===== src/rtl/uart_pkg.sv =====
// Shared definitions for the UART receive-side controller.
package uart_pkg;

  typedef enum logic {
    S_OFF,
    S_ON
  } state_e;

  localparam int unsigned MIN_BAUD = 4;
  localparam int unsigned DEPTH    = 8;

endpackage


===== src/rtl/uart_rx_ctrl_if.sv =====
// Read-side bus port of the receive FIFO: pop request, head data, valid and occupancy.
interface uart_rx_ctrl_if #(
  parameter int unsigned AW = 3
);

  logic          rd_req_i;
  logic [7:0]    rd_data_o;
  logic          rd_valid_o;
  logic [AW:0]   level_o;

  modport master (
    output rd_req_i,
    input  rd_data_o,
    input  rd_valid_o,
    input  level_o
  );

  modport slave (
    input  rd_req_i,
    output rd_data_o,
    output rd_valid_o,
    output level_o
  );

endinterface


===== src/rtl/uart_rx_fifo.sv =====
// First-word-fall-through byte FIFO; a push at full is accepted only alongside a pop.
module uart_rx_fifo #(
  parameter int unsigned DEPTH = 8,
  localparam int unsigned AW   = $clog2(DEPTH)
) (
  input  logic        clk,
  input  logic        rst_n,
  input  logic        push,
  input  logic [7:0]  din,
  input  logic        pop,
  output logic [7:0]  dout,
  output logic        full,
  output logic        empty,
  output logic [AW:0] level
);

  localparam logic [AW:0] FULL_LVL = (AW + 1)'(DEPTH);

  logic [7:0]    mem [DEPTH];
  logic [AW-1:0] wptr;
  logic [AW-1:0] rptr;
  logic [AW:0]   cnt;
  logic          push_ok;
  logic          pop_ok;

  assign empty   = (cnt == '0);
  assign full    = (cnt == FULL_LVL);
  assign pop_ok  = pop && !empty;
  assign push_ok = push && (!full || pop_ok);
  assign level   = cnt;
  // Head is forced to zero while empty so stale entries never leak out.
  assign dout    = empty ? '0 : mem[rptr];

  always_ff @(posedge clk or negedge rst_n) begin
    if (!rst_n) begin
      wptr <= '0;
      rptr <= '0;
      cnt  <= '0;
    end else begin
      if (push_ok) wptr <= wptr + 1'b1;
      if (pop_ok)  rptr <= rptr + 1'b1;
      case ({push_ok, pop_ok})
        2'b10:   cnt <= cnt + 1'b1;
        2'b01:   cnt <= cnt - 1'b1;
        default: cnt <= cnt;
      endcase
    end
  end

  always_ff @(posedge clk) begin
    if (push_ok) mem[wptr] <= din;
  end

endmodule


===== src/rtl/uart_rx_ctrl.sv =====
// Receive controller: enable FSM with baud shadow, byte FIFO, watermark/overflow/timeout interrupts.
module uart_rx_ctrl
  import uart_pkg::*;
#(
  parameter int unsigned DEPTH = uart_pkg::DEPTH,
  localparam int unsigned AW   = $clog2(DEPTH)
) (
  input  logic                 clk_i,
  input  logic                 rst_ni,
  input  logic                 cfg_en_i,
  input  logic [15:0]          cfg_baud_i,
  input  logic [AW:0]          cfg_wmark_i,
  input  logic [7:0]           cfg_timeout_i,
  input  logic [1:0]           clr_i,
  output logic                 rx_en_o,
  output logic [15:0]          clks_per_bit_o,
  input  logic                 rx_dv_i,
  input  logic [7:0]           rx_byte_i,
  uart_rx_ctrl_if.slave        rd,
  output logic                 intr_wmark_o,
  output logic                 intr_overflow_o,
  output logic                 intr_timeout_o
);

  state_e      state;
  logic        full;
  logic        empty;
  logic        pop_ok;
  logic        drop;
  logic [AW:0] level;
  logic [7:0]  head;
  logic [15:0] presc;
  logic [7:0]  bit_cnt;
  logic        tmr_clr;
  logic        wrap;
  logic        fire;

  uart_rx_fifo #(.DEPTH(DEPTH)) u_fifo (
    .clk   (clk_i),
    .rst_n (rst_ni),
    .push  (rx_dv_i),
    .din   (rx_byte_i),
    .pop   (rd.rd_req_i),
    .dout  (head),
    .full  (full),
    .empty (empty),
    .level (level)
  );

  assign rd.rd_data_o  = head;
  assign rd.rd_valid_o = !empty;
  assign rd.level_o    = level;

  assign pop_ok       = rd.rd_req_i && !empty;
  assign drop         = rx_dv_i && full && !pop_ok;
  assign intr_wmark_o = (cfg_wmark_i != '0) && (level >= cfg_wmark_i);

  always_ff @(posedge clk_i or negedge rst_ni) begin
    if (!rst_ni) begin
      state          <= S_OFF;
      rx_en_o        <= 1'b0;
      clks_per_bit_o <= '0;
    end else begin
      case (state)
        S_OFF: begin
          clks_per_bit_o <= cfg_baud_i;
          if (cfg_en_i && (cfg_baud_i >= 16'(MIN_BAUD))) begin
            state   <= S_ON;
            rx_en_o <= 1'b1;
          end
        end
        S_ON: begin
          if (!cfg_en_i) begin
            state   <= S_OFF;
            rx_en_o <= 1'b0;
          end
        end
        default: begin
          state   <= S_OFF;
          rx_en_o <= 1'b0;
        end
      endcase
    end
  end

  // Timeout fires on the increment that reaches the threshold, so it is edge-like
  // per idle period without a separate arm flag; a saturated counter never re-fires.
  assign tmr_clr = rx_dv_i || pop_ok || empty;
  assign wrap    = (presc == clks_per_bit_o - 16'd1);
  assign fire    = !tmr_clr && wrap && (bit_cnt != '1) && (cfg_timeout_i != '0)
                   && ((bit_cnt + 8'd1) == cfg_timeout_i);

  always_ff @(posedge clk_i or negedge rst_ni) begin
    if (!rst_ni) begin
      presc   <= '0;
      bit_cnt <= '0;
    end else if (tmr_clr) begin
      presc   <= '0;
      bit_cnt <= '0;
    end else if (wrap) begin
      presc <= '0;
      if (bit_cnt != '1) bit_cnt <= bit_cnt + 8'd1;
    end else begin
      presc <= presc + 16'd1;
    end
  end

  always_ff @(posedge clk_i or negedge rst_ni) begin
    if (!rst_ni) begin
      intr_overflow_o <= 1'b0;
      intr_timeout_o  <= 1'b0;
    end else begin
      if (drop)          intr_overflow_o <= 1'b1;
      else if (clr_i[0]) intr_overflow_o <= 1'b0;
      if (fire)          intr_timeout_o  <= 1'b1;
      else if (clr_i[1]) intr_timeout_o  <= 1'b0;
    end
  end

endmodule


===== src/flat_wrapper.sv =====
// flat-port wrapper written by rule: the top's interface ports become plain ports
module uart_rx_ctrl_flat import uart_pkg::*;
#(
  parameter int unsigned DEPTH = uart_pkg::DEPTH,
  localparam int unsigned AW   = $clog2(DEPTH)
)
  (clk_i, rst_ni, cfg_en_i, cfg_baud_i, cfg_wmark_i, cfg_timeout_i, clr_i, rx_en_o, clks_per_bit_o, rx_dv_i, rx_byte_i, intr_wmark_o, intr_overflow_o, intr_timeout_o, rd_rd_req_i, rd_rd_data_o, rd_rd_valid_o, rd_level_o);
  uart_rx_ctrl_if #(.AW(3)) rd_i ();
  input  logic clk_i;
  input  logic rst_ni;
  input  logic cfg_en_i;
  input  logic [15:0] cfg_baud_i;
  input  logic [AW:0] cfg_wmark_i;
  input  logic [7:0] cfg_timeout_i;
  input  logic [1:0] clr_i;
  output logic rx_en_o;
  output logic [15:0] clks_per_bit_o;
  input  logic rx_dv_i;
  input  logic [7:0] rx_byte_i;
  output logic intr_wmark_o;
  output logic intr_overflow_o;
  output logic intr_timeout_o;
  input wire logic [$bits(rd_i.rd_req_i)-1:0] rd_rd_req_i;
  output wire logic [$bits(rd_i.rd_data_o)-1:0] rd_rd_data_o;
  output wire logic [$bits(rd_i.rd_valid_o)-1:0] rd_rd_valid_o;
  output wire logic [$bits(rd_i.level_o)-1:0] rd_level_o;
  assign rd_i.rd_req_i = rd_rd_req_i;
  assign rd_rd_data_o = rd_i.rd_data_o;
  assign rd_rd_valid_o = rd_i.rd_valid_o;
  assign rd_level_o = rd_i.level_o;
  uart_rx_ctrl #(.DEPTH(DEPTH)) u_core (.clk_i(clk_i), .rst_ni(rst_ni), .cfg_en_i(cfg_en_i), .cfg_baud_i(cfg_baud_i), .cfg_wmark_i(cfg_wmark_i), .cfg_timeout_i(cfg_timeout_i), .clr_i(clr_i), .rx_en_o(rx_en_o), .clks_per_bit_o(clks_per_bit_o), .rx_dv_i(rx_dv_i), .rx_byte_i(rx_byte_i), .rd(rd_i), .intr_wmark_o(intr_wmark_o), .intr_overflow_o(intr_overflow_o), .intr_timeout_o(intr_timeout_o));
endmodule

===== config.mk =====
export PLATFORM = sky130hd
export DESIGN_NAME = uart_rx_ctrl_flat
export DESIGN_NICKNAME = d
export VERILOG_FILES = /design/src/rtl/uart_pkg.sv /design/src/rtl/uart_rx_ctrl_if.sv /design/src/rtl/uart_rx_fifo.sv /design/src/rtl/uart_rx_ctrl.sv /design/src/flat_wrapper.sv
export SDC_FILE = /design/constraint.sdc
export NUM_CORES = 1
export LEC_CHECK = 0
export BUFFER_PORTS_ARGS = -buffer_cell sky130_fd_sc_hd__buf_2
export CAP_MARGIN = 5
export CORE_ASPECT_RATIO = 0.5
export CORE_MARGIN = 5
export CORE_UTILIZATION = 45
export CTS_CLUSTER_DIAMETER = 40
export DETAILED_ROUTE_END_ITERATION = 16
export PLACE_DENSITY = 0.68
export SYNTH_ARGS = -nofsm -noshare
export SYNTH_HDL_FRONTEND = slang
export SYNTH_SLANG_ARGS = --single-unit
export TNS_END_PERCENT = 1

===== constraint.sdc =====
create_clock -name clk_i -period 4.2 [get_ports clk_i]
set_input_delay 0.21 -clock clk_i [delete_from_list [all_inputs] [get_ports clk_i]]
set_output_delay 0.21 -clock clk_i [all_outputs]
set_load 0.05 [all_outputs]

Word-level counts from Yosys, hierarchy flattened
Memory sizes are Yosys's and may differ from the RTL's.
Index checks and enable logic that the tools add are counted.
Word-level totals
  register bits: 54
  memory bits (writable): 64
  input port bits: 43
  word-level logic and storage cells: 75
  memories kept: 1
Memories
  u_core.u_fifo.mem: words 8, bits a word 8, read ports 1, clocked after Yosys merged registers in 0, wr ports 1, RTL line uart_rx_fifo.sv:19  | logic [7:0] mem [DEPTH];
Operators by class
  add/subtract/negate cells: 7
  order comparisons: 2
  eq/ne operators: 8
  multiplexer cells: 19
  bitwise logic cells: 1
  reductions and logical operators: 27
Operators with widths (number)
  $mux W16: 2
  $mux W8: 4
  $add A16 B1 Y16 const B: 1
  $eq A16 B16 Y1: 1
  $ge A16 B3 Y1 const B: 1
  $sub A16 B1 Y16 const B: 1
  $logic_and A1 B1 Y1: 10
  $mux W1: 10
  $reduce_bool A2 Y1: 5
  $add A8 B1 Y8 const B: 1
  $eq A8 B8 Y1: 1
  $ne A8 B8 Y1 const B: 1
  $pmux W4 S2: 1
  $reduce_bool A8 Y1: 1
  $add A3 B1 Y3 const B: 2
  $add A4 B1 Y4 const B: 1
  $eq A4 B4 Y1 const B: 1
  $ge A4 B4 Y1: 1
  $logic_not A1 Y1: 4
  $logic_not A4 Y1: 1
  $pmux W1 S2: 2
  $reduce_and A2 Y1: 2
  $reduce_bool A4 Y1: 1
  $sub A4 B1 Y4 const B: 1
  6 further kinds: 8

Logic depth before layout (Yosys ltp)
Gate-level depths: netlist of run 1.
  depth in word-level cells: 11
  gate-level depth with buffers: 11

Modules after synthesis
A second synthesis of run 1 with hierarchy kept.
Unflattened totals
  cell total of the unflattened synthesis: 480
  area, all modules: 5989.5 sq um
Modules (own cells, without submodules)
  uart_rx_fifo: instances 1, cells an instance 166, area an instance 3079.2 sq um, sequential area each 2172.1 sq um
  uart_rx_ctrl: instances 1, cells an instance 314, area an instance 2910.3 sq um, sequential area each 1101.1 sq um

Worst setup path after synthesis of run 1
Ideal clock, no wire load.
  kind: register to register
  from: register u_core.clks_per_bit_o[2]
  to: register u_core.bit_cnt[2]
  setup time: 0.079 ns
  arrival time: 3.241 ns
  data required time: 4.121 ns
  path slack: 0.879 ns
  cell stages (with the launch flop): 11
  buffers on the path: 3
  clock period less this slack: 3.321 ns
  cells stage by stage: dfrtp_1 -> buf_6 -> or4_4 -> or2_1 -> buf_6 -> o22a_1 -> or4_1 -> or4_1 -> buf_6 -> nor4b_2 -> mux2i_1
Between the ends
  word-level cells in the longest chain between the ends: 4
RTL lines
  start, declared: RTL line uart_rx_ctrl.sv:16  | output logic [15:0] clks_per_bit_o,
  start signal, assigned: RTL line uart_rx_ctrl.sv:66  | clks_per_bit_o <= cfg_baud_i;
  $sub A16 B1 Y16: RTL line uart_rx_ctrl.sv:89  | assign wrap = (presc == clks_per_bit_o - 16'd1);
  $eq A16 B16 Y1: RTL line uart_rx_ctrl.sv:89
  $reduce_bool A2 Y1 (no source line)
  $reduce_and A2 Y1 (no source line)
  end signal, assigned: RTL line uart_rx_ctrl.sv:102  | if (bit_cnt != '1) bit_cnt <= bit_cnt + 8'd1;
  end, declared: RTL line uart_rx_ctrl.sv:33  | logic [7:0] bit_cnt;
No other way between the ends.
A chain may end at the register's enable or synchronous reset.

Worst setup path after layout of run 1
  from: register u_core.clks_per_bit_o[4]
  to: register u_core.presc[3]
Between the ends
  word-level cells in the longest chain between the ends: 4
RTL lines
  $sub A16 B1 Y16: RTL line uart_rx_ctrl.sv:89
  $eq A16 B16 Y1: RTL line uart_rx_ctrl.sv:89
  $mux W16: RTL line uart_rx_ctrl.sv:100  | end else if (wrap) begin
  $mux W16: RTL line uart_rx_ctrl.sv:97  | end else if (tmr_clr) begin
  end signal, assigned: RTL line uart_rx_ctrl.sv:104  | presc <= presc + 16'd1;
  end, declared: RTL line uart_rx_ctrl.sv:32  | logic [15:0] presc;
No other way between the ends.

==> impl_results.md, run 1 <==
* Library cells used by synthesis at 55
* CTS clock-pin slew for the worst setup and hold paths at 0.06 ns
* Critical Path End: u_core.presc[3]
* Number of flops mapped to enable cells by yosys at 64
* M1 wire length at 5350 um
* GPL Wtd Cong at 0.805
* DRT Pass-1 Iters at 4
* Global route overflow at 0
* Fin cells at 709
* Metal2 WL at 5600 um
* Length in cells of the worst reg-to-reg path at 7
* DR WL/cell at 16.4 um
* Worst Path Arrival at 3.68 ns
* Internal reg-to-reg setup slack at 0.79 ns
* Critical path cell sequence: or4_4 -> or2_1 -> o22a_1 -> or4_1 -> or4_1 -> o21ai_4 -> nor2_1
* WP data required at 4.48 ns
* Mean Syn Cell Area at 13.1 um2
* I/O pin total at 76
* Final HPWL DP at 7740 um
* TritonCTS buffer count at 17
* Placed Instances at 675
* Ys Warns at 0
* CP bufs+invs at 0
* Fin crit period at 3.41 ns
* Max Cap Viol at 0
* Crit path largest cell delay at 0.70 ns
* Final wirelength at 11600 um
* Crit path max-delay family: simple AND/OR/NAND/NOR gates
* Peak supply drop at 466 uV
* Crit-path max FO at 16
* Met3 wire len at 496 um
* Power Dens Cells at 636 nW/um2
* Fraction of final layout cells sized beyond drive strength 1 at 29.3%
* Die Span Y at 90.1 um
* Post-synth ARST share at 45.8%
* Count of pins over their slew limit at 0
* WP depth at 7
* Tcrit/Tclk final at 81.1%
* Critical Path Slowest Stage Cell: or4_1
* Vias at 3698
* Setup slack at placement at 0.780 ns
* Min-Delay Path Class: in -> reg
* First-pass GRT wire length at 19300 um
* Syn_nets at 498
* DRT antenna net count at 0
* All-Layer GR Usage at 15.9%
* Flip-flop and latch area at 3270 um2
* Final Util at 55.0%
* Initial antenna violation count at 0
* # diodes at 0
* Vias in the first global route at 3750
* P&R area growth vs syn at 20.0%
* Pin count of the biggest net entering global routing at 55
* RSZ-0062 raised after global routing: false
* Worst-Skew Late Latency at 0.42 ns
* Clock Sinks at 118
* DR vias/cell at 5.22
* Setup TNS at 0 ns
* Die width at 170 um
* Post-CTS Setup Inserts at 0
* Multi-input gate area at 2370 um2
* PortBufs at 75
* Clk_skew at 0.0118 ns
* CTS tree: built
* Hold WS at 0.0316 ns
* Top Metal Used: met4
* Primary FF master, synth: edfxtp_1
* Status: finished, final reports clean
* Starting DRT DRC Count at 233
* Worst Max-Slew Pin Slew at 1.16 ns
* Register area share after synthesis at 56.6%
* Worst Path Class, Setup: reg -> reg
* CP most frequent cell: or4_1
* Nets at 582
* Leakage at 2.74 nW
* Fill cells at 1047
* Worst r2r dst: u_core.presc[3]
* Post-Synthesis Cells at 442
* R2R Path Start: u_core.clks_per_bit_o[4]
* # rows at 29
* Placed Area at 6330 um2
* Die Area at 15400 um2
* DRC at 0
* Final hold violation count at 0
* Crit end category: flop
* Core area at 12600 um2
* Crit path launch: u_core.clks_per_bit_o[4]
* Final Cell Area at 6940 um2
* FF+latch count, synth at 118
* Rel. slew slack at 22.3%
* CTS max path bufs at 2
* Peak Freq at 0.294 GHz
* Crit path launch type: flop
* Final Total Pwr at 4.42 mW
* # hold bufs at CTS at 2
* Synthesized cell area at 5780 um2
* Initial Util at 45.8%
* Final WS setup at 0.794 ns
* Final setup violation count at 0
* Hold_sp: cfg_baud_i[0]
* Resized Gates After CTS at 0
* H-tree depth at 4
* Root Driver: clkbuf_16
## per-layer routing
metal / global-route usage (%) / up-vias
met5: 0 / -
met4: 5.91 / 0
met3: 4.69 / 15
met2: 25.1 / 71
met1: 20.9 / 1828
li1: - / 1784
## kinds of logic (layout without fill, tap and decap cells)
logic type | count (synthesis) | count (layout) | synth area share, %
compound gates | 35 | 35 | 4.55
xor+xnor | 53 | 53 | 8.03
fa+ha+maj | 13 | 13 | 2.94
buf+inv | 33 | 130 | 2.60
flops | 118 | 118 | 56.6
mux | 48 | 48 | 12.1
simple gates | 142 | 142 | 13.1
## layout make-up
type	instances	area share (%)
Clock inverter	15	2.40
Clock buffer	17	6.13
Sequential cell	118	47.2
Inverter	16	0.865
Tap cell	170	3.07
Multi-Input combinational cell	291	34.1
Timing Repair Buffer	82	6.24
## power by group
part | switching [mW] | leakage (nW) | internal, mW
clock network | 0.569 | 0.283 | 0.885
logic | 0.840 | 1.18 | 0.495
registers | 0.239 | 1.27 | 1.39
total | 1.65 | 2.74 | 2.77
## cell usage after synthesis, types with 3 or more instances
master	n	area share, %
inv_1	16	1.0
xnor2_1	32	4.8
nor2b_1	3	0.32
nor2_1	41	2.7
xor2_1	21	3.2
nor3_1	9	0.78
mux4_2	16	6.2
clkbuf_1	9	0.58
edfxtp_1	64	33
mux2_2	17	3.3
or4_1	3	0.39
nand2b_1	10	1.1
a21o_1	4	0.52
a21oi_1	5	0.43
nor4b_2	3	0.78
ha_1	12	2.6
buf_6	3	0.58
nor4_1	9	0.97
mux2i_1	15	2.6
o21ai_0	5	0.43
nand3_1	8	0.69
buf_1	4	0.26
nand3b_1	3	0.39
dfrtp_1	54	23
nand2_1	31	2.0
o211ai_1	3	0.39
and3_1	7	0.76
## flip-flops by register name, indices dropped and copies added, names as in the netlist
register,count
u_core.rx_en_o,1
u_core.u_fifo.mem,64
u_core.clks_per_bit_o,16
u_core.bit_cnt,8
u_core.u_fifo.level,4
u_core.intr_timeout_o,1
u_core.presc,16
u_core.u_fifo.wptr,3
u_core.intr_overflow_o,1
u_core.u_fifo.rptr,3
u_core.state,1
## layout by cell type (no fill, tap or decap), types with 4 or more instances in the layout
| cell type | Yosys | routed |
|---|---|---|
| clkbuf_16 | 0 | 17 |
| mux2_2 | 17 | 17 |
| ha_1 | 12 | 12 |
| mux2i_1 | 15 | 15 |
| nand3_1 | 8 | 8 |
| clkinv_4 | 0 | 4 |
| nor2_1 | 41 | 41 |
| buf_4 | 1 | 5 |
| inv_6 | 0 | 6 |
| edfxtp_1 | 64 | 64 |
| mux4_2 | 16 | 16 |
| nor4_1 | 9 | 8 |
| inv_1 | 16 | 16 |
| o21ai_0 | 5 | 5 |
| nor3_1 | 9 | 8 |
| a21o_1 | 4 | 4 |
| xor2_1 | 21 | 21 |
| xnor2_1 | 32 | 32 |
| a21oi_1 | 5 | 5 |
| dfrtp_1 | 54 | 54 |
| buf_2 | 0 | 75 |
| nand2b_1 | 10 | 10 |
| and3_1 | 7 | 7 |
| nand2_1 | 31 | 31 |
## how the worst min path moves through the flow
| stage | end | slack, ns | depth (start not counted) |
|---|---|---|---|
| floorplan | u_core.bit_cnt[0] | -0.09 | 0 |
| global placement | u_core.bit_cnt[7] | 0.39 | 2 |
| global route | u_core.clks_per_bit_o[0] | 0.03 | 2 |
| CTS | u_core.clks_per_bit_o[0] | 0.02 | 2 |
| detailed placement | u_core.bit_cnt[7] | 0.39 | 2 |
| finish | u_core.clks_per_bit_o[0] | 0.03 | 2 |
## worst reg2reg max path, stage by stage, from the launching register on
cell	delay [ns]
dfrtp_1	0.45
or4_4	0.58
or2_1	0.31
o22a_1	0.23
or4_1	0.38
or4_1	0.70
o21ai_4	0.51
nor2_1	0.11
Power figures use the tool's default switching activity.
==> run 2, diff against run 1 <==
clock period = 3.4 ns   (was 4.2 ns; I/O delays follow)
==> run 2 against run 1 <==
Die area unchanged; via count increased by 0.62%; register-to-register slack lost 0.61 ns; global-route usage is 0.085 points higher; fmax is 5.8% higher; critical endpoint is now u_core.bit_cnt[2]; hold slack worse by 0.015 ns; flip-flop and latch count unchanged; clock skew shrank 0.0034 ns; largest cell class unchanged; first-iteration DRC count decreased by 5.2%; critical path type unchanged; sequential power up 20%; clock power rose by 20%; cell area up 1.4%.
==> impl_results.md, run 2 (synthesized netlist as in run 1, its figures left out) <==
* DR WL/cell at 15.9 um (was 16.4 um)
* Metal2 WL at 5590 um (was 5600 um)
* Clock Sinks at 118 (unchanged)
* Post-CTS Setup Inserts at 0 (unchanged)
* # diodes at 0 (unchanged)
* Final hold violation count at 0 (unchanged)
* H-tree depth at 4 (unchanged)
* Peak supply drop at 587 uV (was 466 uV)
* Fin cells at 721 (was 709)
* Biggest register: u_core.u_fifo.mem (unchanged)
* I/O pin total at 76 (unchanged)
* Length in cells of the worst reg-to-reg path at 10 (was 7)
* Fill cells at 1056 (was 1047)
* Vias in the first global route at 3893 (was 3750)
* Fin crit period at 3.22 ns (was 3.41 ns)
* PortBufs at 75 (unchanged)
* M1 wire length at 5400 um (was 5350 um)
* Root Driver: clkbuf_16 (unchanged)
* Crit path launch type: flop (unchanged)
* Final HPWL DP at 7890 um (was 7740 um)
* Fraction of final layout cells sized beyond drive strength 1 at 29.4% (was 29.3%)
* Placed Instances at 680 (was 675)
* Tcrit/Tclk final at 94.7% (was 81.1%)
* RSZ-0062 raised after global routing: false (unchanged)
* TritonCTS buffer count at 17 (unchanged)
* DRT antenna net count at 0 (unchanged)
* Min-Delay Path Class: in -> reg (unchanged)
* Clk_skew at 0.00838 ns (was 0.0118 ns)
* Placed Area at 6360 um2 (was 6330 um2)
* Largest registers: u_core.u_fifo.mem: 64 flops, u_core.clks_per_bit_o: 16 flops, u_core.presc: 16 flops (unchanged)
* Most frequent cells in the layout: buf_2 (75), edfxtp_1 (64), dfrtp_1 (54), nor2_1 (41), xnor2_1 (32) (unchanged)
* Met3 wire len at 407 um (was 496 um)
* Status: finished, final reports clean (unchanged)
* Final wirelength at 11500 um (was 11600 um)
* Die Area at 15400 um2 (unchanged)
* Worst Hold Endpoint: u_core.clks_per_bit_o[12] (was u_core.clks_per_bit_o[0])
* CTS clock-pin slew for the worst setup and hold paths at 0.06 ns (about the same)
* Max Cap Viol at 0 (unchanged)
* Setup TNS at 0 ns (unchanged)
* CTS tree: built (unchanged)
* R2R Path Start: u_core.clks_per_bit_o[0] (was u_core.clks_per_bit_o[4])
* Worst Max-Slew Pin Slew at 0.983 ns (was 1.16 ns)
* Count of pins over their slew limit at 0 (unchanged)
* First-pass GRT wire length at 19500 um (was 19300 um)
* CTS max path bufs at 2 (unchanged)
* Commonest non-fill, non-tap cell in the layout: buf_2 (unchanged)
* Resized Gates After CTS at 0 (unchanged)
* # rows at 29 (unchanged)
* Worst Path Class, Setup: reg -> reg (unchanged)
* Internal reg-to-reg setup slack at 0.18 ns (was 0.79 ns)
* Worst Hold Depth at 2 (unchanged)
* DRC at 0 (unchanged)
* WP data required at 3.72 ns (was 4.48 ns)
* GPL Wtd Cong at 0.812 (was 0.805)
* Worst r2r dst: u_core.bit_cnt[2] (was u_core.presc[3])
* DRT Pass-1 Iters at 4 (unchanged)
* Critical path cell sequence: inv_1 -> ha_1 -> or3b_2 -> or3_1 -> xnor2_1 -> o2111ai_1 -> or4_1 -> buf_4 -> nor4b_2 -> mux2i_1 (was or4_4 -> or2_1 -> o22a_1 -> or4_1 -> or4_1 -> o21ai_4 -> nor2_1)
* Core area at 12600 um2 (unchanged)
* Initial Util at 45.8% (unchanged)
* Final Cell Area at 7040 um2 (was 6940 um2)
* Crit-path max FO at 9 (was 16)
* Pin count of the biggest net entering global routing at 43 (was 55)
* Nets at 594 (was 582)
* Max reg flops at 64 (unchanged)
* Peak Freq at 0.310 GHz (was 0.294 GHz)
* # hold bufs at CTS at 9 (was 2)
* Rel. slew slack at 34.5% (was 22.3%)
* Critical Path Slowest Stage Cell: or4_1 (unchanged)
* Die width at 170 um (unchanged)
* Starting DRT DRC Count at 221 (was 233)
* Crit end category: flop (unchanged)
* Global route overflow at 0 (unchanged)
* P&R area growth vs syn at 21.7% (was 20.0%)
* Vias at 3721 (was 3698)
* Die Span Y at 90.1 um (unchanged)
* Hold_sp: cfg_baud_i[12] (was cfg_baud_i[0])
* Initial antenna violation count at 0 (unchanged)
* Final setup violation count at 0 (unchanged)
* Top Metal Used: met4 (unchanged)
* Power Dens Cells at 770 nW/um2 (was 636 nW/um2)
* Leakage at 2.78 nW (was 2.74 nW)
* Worst-Skew Late Latency at 0.41 ns (was 0.42 ns)
* Crit path largest cell delay at 0.54 ns (was 0.70 ns)
* Worst Path Arrival at 3.54 ns (was 3.68 ns)
* All-Layer GR Usage at 16.0% (was 15.9%)
* DR vias/cell at 5.16 (was 5.22)
run 2: final cells by class:
class / count / area [um2] / share of cell area (%)
well taps: 170 / 213 / 3.02
repair buffers: 94 / 541 / 7.68
inverters: 16 / 60.1 / 0.853
clock inverters: 14 / 153 / 2.17
flip-flops and latches: 118 / 3270 / 46.5
clock buffers: 18 / 429 / 6.10
multi-input cells: 291 / 2370 / 33.7
run 2: how the worst max path moves through the flow:
stage	start	end	slack (ns)	cells past startpoint
floorplan	u_core.clks_per_bit_o[2]	u_core.bit_cnt[2]	0.08	10
global placement	u_core.clks_per_bit_o[5]	u_core.presc[15]	0.27	8
detailed placement	u_core.clks_per_bit_o[0]	u_core.presc[3]	0.19	10
CTS	u_core.clks_per_bit_o[0]	u_core.bit_cnt[2]	0.15	10
global route	u_core.clks_per_bit_o[0]	u_core.presc[13]	0.004	10
finish	u_core.clks_per_bit_o[0]	u_core.bit_cnt[2]	0.18	10
run 2: power breakdown:
| part | internal [mW] | leakage [nW] | switching (mW) |
|---|---|---|---|
| Combinational | 0.631 | 1.23 | 1.09 |
| Sequential | 1.72 | 1.27 | 0.241 |
| Clock | 1.08 | 0.275 | 0.658 |
| Total | 3.43 | 2.78 | 1.99 |
run 2: metrics by stage:
step / setup slack (ns) / hold slack [ns] / power, mW / util [%]
after global routing: 0.00362 / 0.00118 / 5.72 / 55.7
after floorplan: 0.0792 / -0.126 / 3.27 / -
final: 0.179 / 0.0169 / 5.42 / 55.7
after CTS: 0.149 / 0.000000916 / 5.50 / 55.7
after detailed placement: 0.192 / 0.383 / 3.72 / 50.4
after global placement: 0.271 / 0.371 / 3.67 / 50.4
run 2: worst max-delay path, delay by kind of cell (launching register included):
kind,cells,cell delay (ns)
flip-flops,1,0.43
AO/OA/AOI/OAI,1,0.12
multiplexers,1,0.25
adder cells (fa/ha/maj),1,0.19
XOR/XNOR,1,0.15
buffers and inverters,2,0.29
AND/OR/NAND/NOR,4,1.71
run 2: routing by layer:
metal	track usage, %	vias to the layer above
met2	25.9	56
met5	0	-
met4	4.19	0
li1	-	1811
met3	5.08	9
met1	21.0	1845
